**config.mk**
```make
export PLATFORM = sky130hd
export DESIGN_NAME = click_merge_arb
export DESIGN_NICKNAME = d
export VERILOG_FILES = /design/src/rtl/click_pkg.sv /design/src/rtl/rr_arb2.sv /design/src/rtl/click_merge_arb.sv
export SDC_FILE = /design/constraint.sdc
export NUM_CORES = 1
export LEC_CHECK = 0
export CAP_MARGIN = 20
export CORE_MARGIN = 3
export CORE_UTILIZATION = 38
export DETAILED_ROUTE_END_ITERATION = 10
export PLACE_DENSITY = 0.74
export SLEW_MARGIN = 40
export SYNTH_ARGS = -nofsm -noshare
export SYNTH_HDL_FRONTEND = slang
export SYNTH_SLANG_ARGS = --single-unit
```
**constraint.sdc**
```tcl
create_clock -name clk -period 1.35 [get_ports clk]
set_input_delay 0.27 -clock clk [delete_from_list [all_inputs] [get_ports clk]]
set_output_delay 0.27 -clock clk [all_outputs]
set_load 0.02 [all_outputs]
```
**src/rtl/click_pkg.sv**
```systemverilog
// Shared types and constants for the two-input click merge arbiter.
package click_pkg;

   // Handshake phases of the merge controller.
   typedef enum logic [1:0] {
      IDLE = 2'd0,
      SEND = 2'd1,
      ACK  = 2'd2
   } state_t;

   // Default payload width of each channel.
   localparam int DATA_W_DEF = 8;

   // Width of the completed-transfer counter.
   localparam int XFER_CNT_W = 8;

endpackage

```
**src/rtl/rr_arb2.sv**
```systemverilog
// Two-way round-robin pick: a lone requester always wins, on a tie the
// requester that was not served last wins.
module rr_arb2 (
   input  logic [1:0] req,
   input  logic       last,
   output logic       gnt_valid,
   output logic       gnt_idx
);

   assign gnt_valid = |req;

   // Select the winning index; value is irrelevant when nobody requests.
   always_comb begin
      gnt_idx = 1'b0;
      case (req)
         2'b01:   gnt_idx = 1'b0;
         2'b10:   gnt_idx = 1'b1;
         2'b11:   gnt_idx = ~last;
         default: gnt_idx = 1'b0;
      endcase
   end

endmodule

```
**src/rtl/click_merge_arb.sv**
```systemverilog
// Merges two 4-phase requesters onto one 4-phase downstream channel.
// One transfer is in flight at a time; all outputs come straight from flops.
module click_merge_arb
   import click_pkg::*;
#(
   parameter int DATA_W = DATA_W_DEF
) (
   input  logic                  clk,
   input  logic                  reset,
   input  logic [1:0]            aReq,
   input  logic [DATA_W-1:0]     aData0,
   input  logic [DATA_W-1:0]     aData1,
   output logic [1:0]            aAck,
   output logic                  bReq,
   output logic [DATA_W-1:0]     bData,
   input  logic                  bAck,
   output logic                  bSel,
   output logic [XFER_CNT_W-1:0] xferCount,
   output logic                  protoErr
);

   state_t                r_state;
   logic                  r_last_grant;
   logic [1:0]            r_a_ack;
   logic                  r_b_req;
   logic [DATA_W-1:0]     r_b_data;
   logic                  r_b_sel;
   logic [XFER_CNT_W-1:0] r_xfer_count;
   logic                  r_proto_err;

   state_t                w_state_next;
   logic                  w_last_grant_next;
   logic [1:0]            w_a_ack_next;
   logic                  w_b_req_next;
   logic [DATA_W-1:0]     w_b_data_next;
   logic                  w_b_sel_next;
   logic [XFER_CNT_W-1:0] w_xfer_count_next;
   logic                  w_proto_err_next;

   logic                  w_gnt_valid;
   logic                  w_gnt_idx;

   rr_arb2 u_rr_arb2 (
      .req       (aReq),
      .last      (r_last_grant),
      .gnt_valid (w_gnt_valid),
      .gnt_idx   (w_gnt_idx)
   );

   // Next-state and output decode; bSel doubles as the current grant index.
   always_comb begin
      w_state_next      = r_state;
      w_last_grant_next = r_last_grant;
      w_a_ack_next      = r_a_ack;
      w_b_req_next      = r_b_req;
      w_b_data_next     = r_b_data;
      w_b_sel_next      = r_b_sel;
      w_xfer_count_next = r_xfer_count;
      w_proto_err_next  = r_proto_err;
      case (r_state)
         IDLE: begin
            if (bAck) begin
               w_proto_err_next = 1'b1;
            end
            if (w_gnt_valid) begin
               w_b_data_next = w_gnt_idx ? aData1 : aData0;
               w_b_sel_next  = w_gnt_idx;
               w_b_req_next  = 1'b1;
               w_state_next  = SEND;
            end
         end
         SEND: begin
            // A requester withdrawing mid-transfer is flagged but tolerated.
            if (!aReq[r_b_sel]) begin
               w_proto_err_next = 1'b1;
            end
            if (bAck) begin
               w_b_req_next = 1'b0;
               w_a_ack_next = r_b_sel ? 2'b10 : 2'b01;
               w_state_next = ACK;
            end
         end
         ACK: begin
            // Both sides must have returned to zero before the next transfer.
            if (!aReq[r_b_sel] && !bAck) begin
               w_a_ack_next      = 2'b00;
               w_last_grant_next = r_b_sel;
               w_xfer_count_next = r_xfer_count + 1'b1;
               w_state_next      = IDLE;
            end
         end
         default: begin
            w_state_next = IDLE;
         end
      endcase
   end

   // State register; reset abandons any transfer and favours requester 0.
   always_ff @(posedge clk or negedge reset) begin
      if (!reset) begin
         r_state      <= IDLE;
         r_last_grant <= 1'b1;
         r_a_ack      <= 2'b00;
         r_b_req      <= 1'b0;
         r_b_data     <= '0;
         r_b_sel      <= 1'b0;
         r_xfer_count <= '0;
         r_proto_err  <= 1'b0;
      end else begin
         r_state      <= w_state_next;
         r_last_grant <= w_last_grant_next;
         r_a_ack      <= w_a_ack_next;
         r_b_req      <= w_b_req_next;
         r_b_data     <= w_b_data_next;
         r_b_sel      <= w_b_sel_next;
         r_xfer_count <= w_xfer_count_next;
         r_proto_err  <= w_proto_err_next;
      end
   end

   assign aAck      = r_a_ack;
   assign bReq      = r_b_req;
   assign bData     = r_b_data;
   assign bSel      = r_b_sel;
   assign xferCount = r_xfer_count;
   assign protoErr  = r_proto_err;

endmodule

```
-- Yosys cells after proc, flatten, opt, wreduce, memory -nomap -nowiden
Cells that the tools add are included.
- bits in registers: 24
- bits of input ports: 21
- output and inout port bits: 21
- logic and storage cells: 50
- add/sub/neg operators: 1
- magnitude comparators: 1
- equal/unequal tests: 9
- mux-type cells: 17
- bitwise gates (word level): 1
- reduce and logical (&&, ||, !) cells: 13
- operator list (cell ; number):
    $reduce_and A3 Y1 ; 4
    $mux W2 ; 5
    $add A8 B1 Y8 const B ; 1
    $mux W8 ; 1
    $ne A2 B2 Y1 const B ; 4
    $eq A2 B2 Y1 const B ; 3
    $mux W1 ; 6
    $pmux W1 S2 ; 3
    $pmux W2 S3 ; 1
    $pmux W2 S2 ; 1
    $reduce_and A2 Y1 ; 2
    $reduce_bool A2 Y1 ; 2
    $eq A2 B1 Y1 const B ; 1
    $logic_not A1 Y1 ; 2
    $logic_not A2 Y1 ; 1
    $lt A1 B2 Y1 const B ; 1
    $ne A2 B1 Y1 const B ; 1
    $reduce_or A2 Y1 ; 1
    $logic_and A1 B1 Y1 ; 1
    $not A1 Y1 ; 1

-- Depth between registers and ports, before layout
Gate-level depths: netlist (run 1).
- word-level depth: 6
- gate-level depth with buffers: 6
- gate-level depth less buffers: 4

-- By module
A second synthesis (run 1) with hierarchy kept.
- cell total of the unflattened synthesis: 103
- area, all modules: 1116.1 sq um
- modules (own cells, without submodules) (module ; instances ; cells each ; area each (sq um) ; sequential area each (sq um)):
    click_merge_arb ; 1 ; 101 ; 1102.3 ; 601.8
    rr_arb2 ; 1 ; 2 ; 13.8 ; 0.0

-- Worst setup path before layout (run 1)
OpenSTA, ideal clock, no wires.
- kind: reg-to-reg
- from: register r_b_sel (netlist: bSel)
- to: register r_last_grant
- library setup time: 0.082 ns
- arrival: 1.507 ns
- required time: 1.268 ns
- slack: -0.239 ns
- stages on the path, launching flop included: 5
- buffers on the path: 1
- clock period less this slack: 1.589 ns
- path through: dfrtp_1 -> mux2_4 -> nor4_4 -> buf_6 -> mux2_2
- cells in the longest elaborated chain, start to end: 5
- RTL lines (what ; RTL line ; RTL):
    start: declaration ; click_merge_arb.sv:27 ; logic r_b_sel;
    start signal: assignment ; click_merge_arb.sv:115 ; r_b_sel <= w_b_sel_next;
    $mux W1 (not written as such) (2 in series) ; click_merge_arb.sv:85 ; if (!aReq[r_b_sel] && !bAck) begin
    $logic_not A1 Y1 ; click_merge_arb.sv:85 ;
    $logic_and A1 B1 Y1 ; click_merge_arb.sv:85 ;
    $reduce_and A2 Y1 (no line) ; n/a ;
    end signal: assignment ; click_merge_arb.sv:111 ; r_last_grant <= w_last_grant_next;
    end: declaration ; click_merge_arb.sv:23 ; logic r_last_grant;
Several ways; a longest one is shown, not always the timed one. The select of a mux whose other input is x is not followed.
A chain may end at the register's enable or synchronous reset.

-- Worst setup path in the final report (run 1)
- from: register r_b_sel (netlist: bSel)
- to: register r_xfer_count[1] (netlist: xferCount[1])
- cells in the longest elaborated chain, start to end: 5
- RTL lines (what ; RTL line ; RTL):
    $mux W1 (not written as such) (2 in series) ; click_merge_arb.sv:85 ;
    $logic_not A1 Y1 ; click_merge_arb.sv:85 ;
    $logic_and A1 B1 Y1 ; click_merge_arb.sv:85 ;
    $reduce_and A2 Y1 (no line) ; n/a ;
    end signal: assignment ; click_merge_arb.sv:116 ; r_xfer_count <= w_xfer_count_next;
    end: declaration ; click_merge_arb.sv:28 ; logic [XFER_CNT_W-1:0] r_xfer_count;
Every way passes these cells. The select of a mux whose other input is x is not followed.

==> results of run 1 <==
-- placed cells by master (no fill, tap or decap), types with 2 or more instances in the layout --
cell type        Yosys  routed
mux2_2               2       2
inv_1                3       3
clkdlybuf4s15_1      0      11
and3_1               2       2
a21oi_1              8       8
a31oi_1              2       2
buf_4                0      17
xnor2_1              6       6
dfrtp_1             23      22
dlygate4sd2_1        0       8
o21ai_0              2       2
nor2_1              12      11
buf_6                1       6
nand4_1              5       5
nand2_1              5       5
clkdlybuf4s50_1      0      19
clkbuf_4             0       3
mux2i_1              9       9
nand3_1              2       2
-- layout make-up --
cell class	count	area share [%]
Multi-Input combinational cell	66	27.12
Timing Repair Buffer	64	34.31
Inverter	3	0.6406
Sequential cell	24	34.31
Clock buffer	4	1.495
Tap cell	30	2.135
-- cell families (layout without fill, tap and decap cells) --
logic type      Yosys count  count (layout)  share of synthesized area [%]
mux                      12              12                          11.66
xor+xnor                  7               7                          5.600
buf+inv                   7              71                          3.428
fa+ha+maj                 1               1                          1.143
simple gates             28              28                          13.14
flops                    24              24                          54.97
compound gates           18              18                          10.06
-- routing by layer --
| layer | global-route usage (%) | vias to the layer above |
|---|---|---|
| met4 | 6.646 | 0 |
| li1 | - | 466 |
| met1 | 19.39 | 449 |
| met5 | 0 | - |
| met3 | 4.536 | 4 |
| met2 | 27.93 | 36 |
-- metrics by stage --
step | std cells | TNS, ns
floorplan | 97 | -1.074
CTS | 187 | -0.8372
finish | 191 | -0.6448
global placement | 182 | -6.267
detailed placement | 182 | -6.794
global route | 191 | -1.467
-- registers in the layout, summed over array words and instances (netlist names) --
name	cells
bData	8
bReq	1
aAck	2
r_state	2
protoErr	1
r_last_grant	1
xferCount	8
bSel	1
-- power by group through the flow --
stage / registers, mW / clock network [mW] / logic, mW
6_report: 1.17 / 0.326 / 1.76
4_1_cts: 1.15 / 0.340 / 1.58
2_1_floorplan: 1.46 / 0 / 0.571
3_5_place_dp: 1.17 / 0 / 1.72
5_1_grt: 1.21 / 0.367 / 1.92
3_3_place_gp: 1.15 / 0 / 1.67
-- what timing repair did --
action                     4_1_cts  5_1_grt
setup buffers                    0        4
resized for setup               29       24
pin swaps                        0        1
setup endpoints to repair       40       32
cloned                           1        0
-- worst max path at each step --
stage | startpoint | end | slack (ns) | depth (start not counted)
after floorplan | bSel | r_last_grant | -0.18 | 4
after global placement | aReq[0] | xferCount[1] | -0.39 | 5
after detailed placement | aReq[0] | xferCount[1] | -0.41 | 5
after CTS | bSel | xferCount[1] | -0.16 | 4
after global routing | bSel | xferCount[1] | -0.20 | 4
final | bSel | xferCount[1] | -0.14 | 4
==> results.json, run 1 <==
{
  "status": "finished, violations left",
  "violations": "negative setup slack",
  "endpoint_kind": "register",
  "relSlewSlack_pct": 73.68,
  "clkPwrFrac_pct": 10.0,
  "fin_util_pct": 67.29,
  "final-seq-area_um2": 603.1,
  "postCtsHoldBufs": 0,
  "crit_path_cell_trace": "mux2_4, nor4_4, buf_6, mux2_2",
  "ys_ff_latch": 24,
  "power_mw": 3.248,
  "synth_nets": 119,
  "netlist.area_leader.share_pct": 52.57,
  "synthArstFlopShare_pct": 100.0,
  "grt_pass1_wl_um": 4395,
  "ys_seq_area_share_pct": 54.97,
  "final_cell_area_um2": 1758,
  "fin_crit_ns": 1.493,
  "dieArea_um2": 3561,
  "period_share_pct": 110.6,
  "fillers": 206,
  "fin_skew_ns": 0.002645,
  "coreArea_um2": 2613,
  "synth_warnings": 0,
  "fp.dieH_um": 59.68,
  "m1WireLength_um": 1042,
  "path_max_fanout": 9,
  "cts-root-buf": "clkbuf_4",
  "antenna_cells": 0,
  "power.density_nw_per_um2": 1848,
  "synthesis.area_um2": 1095,
  "drc": 0,
  "wl_met3_um": 230,
  "vias": 955,
  "r2r_start": "bSel",
  "cts_tree": "yes",
  "seq_power_share_pct": 35.9,
  "met2WireLength_um": 1279,
  "htree_levels": 1,
  "cp-start-kind": "register",
  "max_cap_viol_count": 0,
  "pre_cts_ws_ns": -0.4136,
  "netlist_instances": 97,
  "path_delay_family": "multiplexers",
  "start_util_pct": 41.91,
  "avgSynthCellArea_um2": 11.29,
  "clockBufferDepth": 2,
  "dp_hpwl_um": 1972,
  "max_stage_delay_ns": 0.44,
  "fin_ws_ns": -0.1429,
  "layout.nets": 184,
  "clk_latency_ns": 0.31,
  "cp_slowest_cell": "dfrtp_2",
  "synth_area_leaders": "dfrtp_1 53%, mux2i_1 8.2%, xnor2_1 4.8%",
  "first_global_vias": 975,
  "rr_worst_depth": 4,
  "worstMarginPinSlew_ns": 0.3907,
  "rr_endpoint": "xferCount[1]",
  "wire_per_inst_um": 13.55,
  "synth_edf_count": 0,
  "io_buffers": 41,
  "leakage_nw": 0.8126,
  "synth_top_area_cell": "dfrtp_1",
  "required_ns": 1.56,
  "drt_iter0_markers": 23,
  "synthTopCellsByCount": "23 x dfrtp_1, 12 x nor2_1, 9 x mux2i_1",
  "reg2reg_setup_slack_ns": -0.14,
  "grt.total_usage_pct": 16.42,
  "num_rows": 18,
  "crit_type": "reg2reg",
  "grt_overflow_total": 0,
  "syn_to_final_growth_pct": 60.57,
  "ys.flop_type": "dfrtp_1",
  "die_w_um": 59.68,
  "io_pins": 42,
  "rsz0062_at_grt": "true",
  "hold_viol": 0,
  "cts.sinks": 24,
  "multi_input_area_um2": 476.7,
  "final_antenna_net_count": 0,
  "cts.clk_slew.worst_paths_ns": 0.13,
  "place.gp.congestion": 0.8318,
  "grt_max_degree": 25,
  "intPower_mw": 1.970,
  "layout-drive-gt1-share_pct": 23.60,
  "setup_viol": 10,
  "swShare_pct": 39.36,
  "vias_per_cell": 5.000,
  "pwr-share-comb_pct": 54.0,
  "routed_wl_um": 2589,
  "topRoutingLayerUsed": "met4",
  "drv_slew": 0,
  "hp-class": "in2async",
  "place_area_um2": 1665,
  "cp_num_buf_inv": 1,
  "hold_ws_ns": 0.2923,
  "post-synth-top-count-cell": "dfrtp_1",
  "p_sw_mw": 1.278,
  "ys_types": 27,
  "dr.pass1.iters": 4,
  "peakVddDrop_uv": 1353,
  "cts_buffers": 3,
  "crit_arrival_ns": 1.70,
  "fmax_ghz": 0.6698,
  "antenna_found_initial": 0
}
Note: power is estimated with default switching activity, not from simulation.
==> run 2: changes to the inputs <==
--- a/config.mk
+++ b/config.mk
@@ -5,9 +5,10 @@
 export SDC_FILE = /design/constraint.sdc
 export NUM_CORES = 1
 export LEC_CHECK = 0
+export ABC_AREA = 1
 export CAP_MARGIN = 20
 export CORE_MARGIN = 3
-export CORE_UTILIZATION = 38
+export CORE_UTILIZATION = 40
 export DETAILED_ROUTE_END_ITERATION = 10
 export PLACE_DENSITY = 0.74
 export SLEW_MARGIN = 40
==> run 2 against run 1 <==
Compared with the run above: the flow now finishes without violations; global-route usage rose by 1.5 points; sequential share of layout area decreased by 1.0 points; clock skew rose by 0.00051 ns; sequential cell count is the same; final cell count grew 28%.
==> results.json, run 2 <==
{
  "setup_viol": 0,
  "path_max_fanout": 2,
  "setup.worst_path.end": "xferCount[2]",
  "io_pins": 42,
  "synthesis.area_um2": 1244,
  "cts.sinks": 24,
  "crit_start": "xferCount[2]",
  "ys_seq_area_share_pct": 48.39,
  "drt_iter0_markers": 28,
  "dieArea_um2": 3814,
  "antenna_cells": 0,
  "final_antenna_net_count": 0,
  "worst-path-stages": 1,
  "final.setup.tns_ns": 0,
  "cts_buffers": 3,
  "clockBufferDepth": 2,
  "vias_per_cell": 4.967,
  "hold_viol": 0,
  "fin_cells": 244,
  "rr_worst_depth": 7,
  "final_common_cell": "nand2_1",
  "cts_setup_buffers": 0,
  "reg2reg_setup_slack_ns": 0.09,
  "synth_edf_count": 0,
  "netlist.area_leader.share_pct": 46.28,
  "relSlewSlack_pct": 79.73,
  "r2r_start": "xferCount[1]",
  "coreArea_um2": 2853,
  "path_delay_family": "flip-flops",
  "dp_cells": 240,
  "fmax_ghz": 0.7640,
  "wire_per_inst_um": 12.14,
  "synthArstFlopShare_pct": 100.0,
  "routed_wl_um": 2962,
  "period_share_pct": 96.96,
  "final_cell_area_um2": 1809,
  "crit_path_cell_trace": "clkdlybuf4s15_1",
  "grt_max_degree": 25,
  "status": "complete, no violations",
  "grt_overflow_total": 0,
  "antenna_found_initial": 0,
  "cp-start-kind": "register",
  "clk_latency_ns": 0.32,
  "dr.pass1.iters": 4,
  "dp_hpwl_um": 2293,
  "place_area_um2": 1779,
  "fin_crit_ns": 1.309,
  "drv_slew": 0,
  "post-synth-top-count-cell": "nand2_1",
  "leakage_nw": 0.9298,
  "htree_levels": 1,
  "io_buffers": 41,
  "grt_pass1_wl_um": 5099,
  "required_ns": 1.08,
  "avgSynthCellArea_um2": 7.871,
  "fin_util_pct": 63.42,
  "max_stage_delay_ns": 0.42,
  "ys.flop_type": "dfrtp_1",
  "power_mw": 3.163,
  "first_global_vias": 1221,
  "synth_area_leaders": "dfrtp_1 46%, nand2_1 21%, inv_1 5.1%",
  "fp.dieH_um": 61.76,
  "syn_to_final_growth_pct": 45.47,
  "ys_ff_latch": 24,
  "netlist_instances": 158,
  "fin_skew_ns": 0.003152,
  "place.gp.congestion": 0.8583,
  "grt.total_usage_pct": 17.89,
  "fillers": 262,
  "peakVddDrop_uv": 1115,
  "endpoint_kind": "output pin",
  "layout-drive-gt1-share_pct": 15.02,
  "postCtsHoldBufs": 0,
  "synth_top_area_cell": "dfrtp_1",
  "start_util_pct": 43.60,
  "die_w_um": 61.76,
  "hp-class": "in2async",
  "power.density_nw_per_um2": 1748,
  "synth_warnings": 0,
  "synthTopCellsByCount": "71 x nand2_1, 23 x dfrtp_1, 17 x inv_1",
  "layout.nets": 236,
  "crit_type": "reg2out",
  "rr_endpoint": "xferCount[4]",
  "final_cell_mix": "70 x nand2_1, 23 x dfrtp_1, 20 x clkdlybuf4s50_1",
  "cts-root-buf": "clkbuf_4",
  "synth_nets": 180,
  "worstMarginPinSlew_ns": 0.3030,
  "drc": 0,
  "crit_arrival_ns": 1.04,
  "max_cap_viol_count": 0,
  "cts_tree": "yes",
  "ys_types": 23,
  "num_rows": 19,
  "cts.clk_slew.worst_paths_ns": 0.14,
  "cp_slowest_cell": "dfrtp_1",
  "cp_num_buf_inv": 1,
  "vias": 1212
}
run 2: cell count changes after synthesis, moves of 5 or more:
cell | before | now
nand2_1 | 5 | 71
inv_1 | 3 | 17
mux2i_1 | 9 | 0
o211ai_1 | 0 | 8
a21oi_1 | 8 | 1
nor2_1 | 12 | 7
xnor2_1 | 6 | 1
run 2: power by group:
| group | internal [mW] | total, mW | switching (mW) |
|---|---|---|---|
| clock | 0.165 | 0.390 | 0.225 |
| combinational | 0.661 | 1.62 | 0.957 |
| sequential | 0.988 | 1.15 | 0.166 |
run 2: through the flow:
step / setup slack, ns / hold slack, ns
floorplan: 0.1345 / -0.02559
global placement: -0.1255 / 0.4610
detailed placement: -0.1698 / 0.4685
CTS: 0.005813 / 0.2775
global route: -0.007692 / 0.2726
finish: 0.04109 / 0.2762
run 2: area by class of cell:
class / count / area, um2 / area share (%)
clock buffers: 4 / 36.28 / 2.006
flip-flops and latches: 24 / 601.8 / 33.26
repair buffers: 54 / 506.7 / 28.01
well taps: 31 / 38.79 / 2.144
multi-input cells: 111 / 548.0 / 30.29
inverters: 20 / 77.57 / 4.288
run 2: worst min path at each step:
stage / start / to / slack, ns / cells past startpoint
5_1_grt: reset / protoErr / 0.27 / 2
4_1_cts: reset / xferCount[4] / 0.28 / 2
6_report: reset / protoErr / 0.28 / 2
3_3_place_gp: bReq / bReq / 0.46 / 2
3_5_place_dp: bData[2] / bData[2] / 0.47 / 2
2_1_floorplan: reset / aAck[0] / -0.03 / 0
run 2: routing by layer:
metal	vias to the layer above	GRT usage (%)	routed length [um]	part of all wire, %
li1	602	-	-	-
met1	559	21.77	1295	44
met2	45	29.75	1424	48
met3	6	4.132	186	6.3
met4	0	8.788	55	1.9
met5	-	0	0	0
run 2: cells by family (layout without fill, tap and decap cells):
kind of cell / count (synthesis) / count (layout) / share of synthesized area, %
simple gates: 91 / 91 / 31.69
flops: 24 / 24 / 48.39
buf+inv: 23 / 78 / 8.149
compound gates: 16 / 16 / 8.652
xor+xnor: 3 / 3 / 2.113
fa+ha+maj: 1 / 1 / 1.006
run 2: repair_timing:
item | CTS | global route
pin swaps | 0 | 0
endpoints found under the setup margin | 21 | 21
resized for setup | 22 | 21
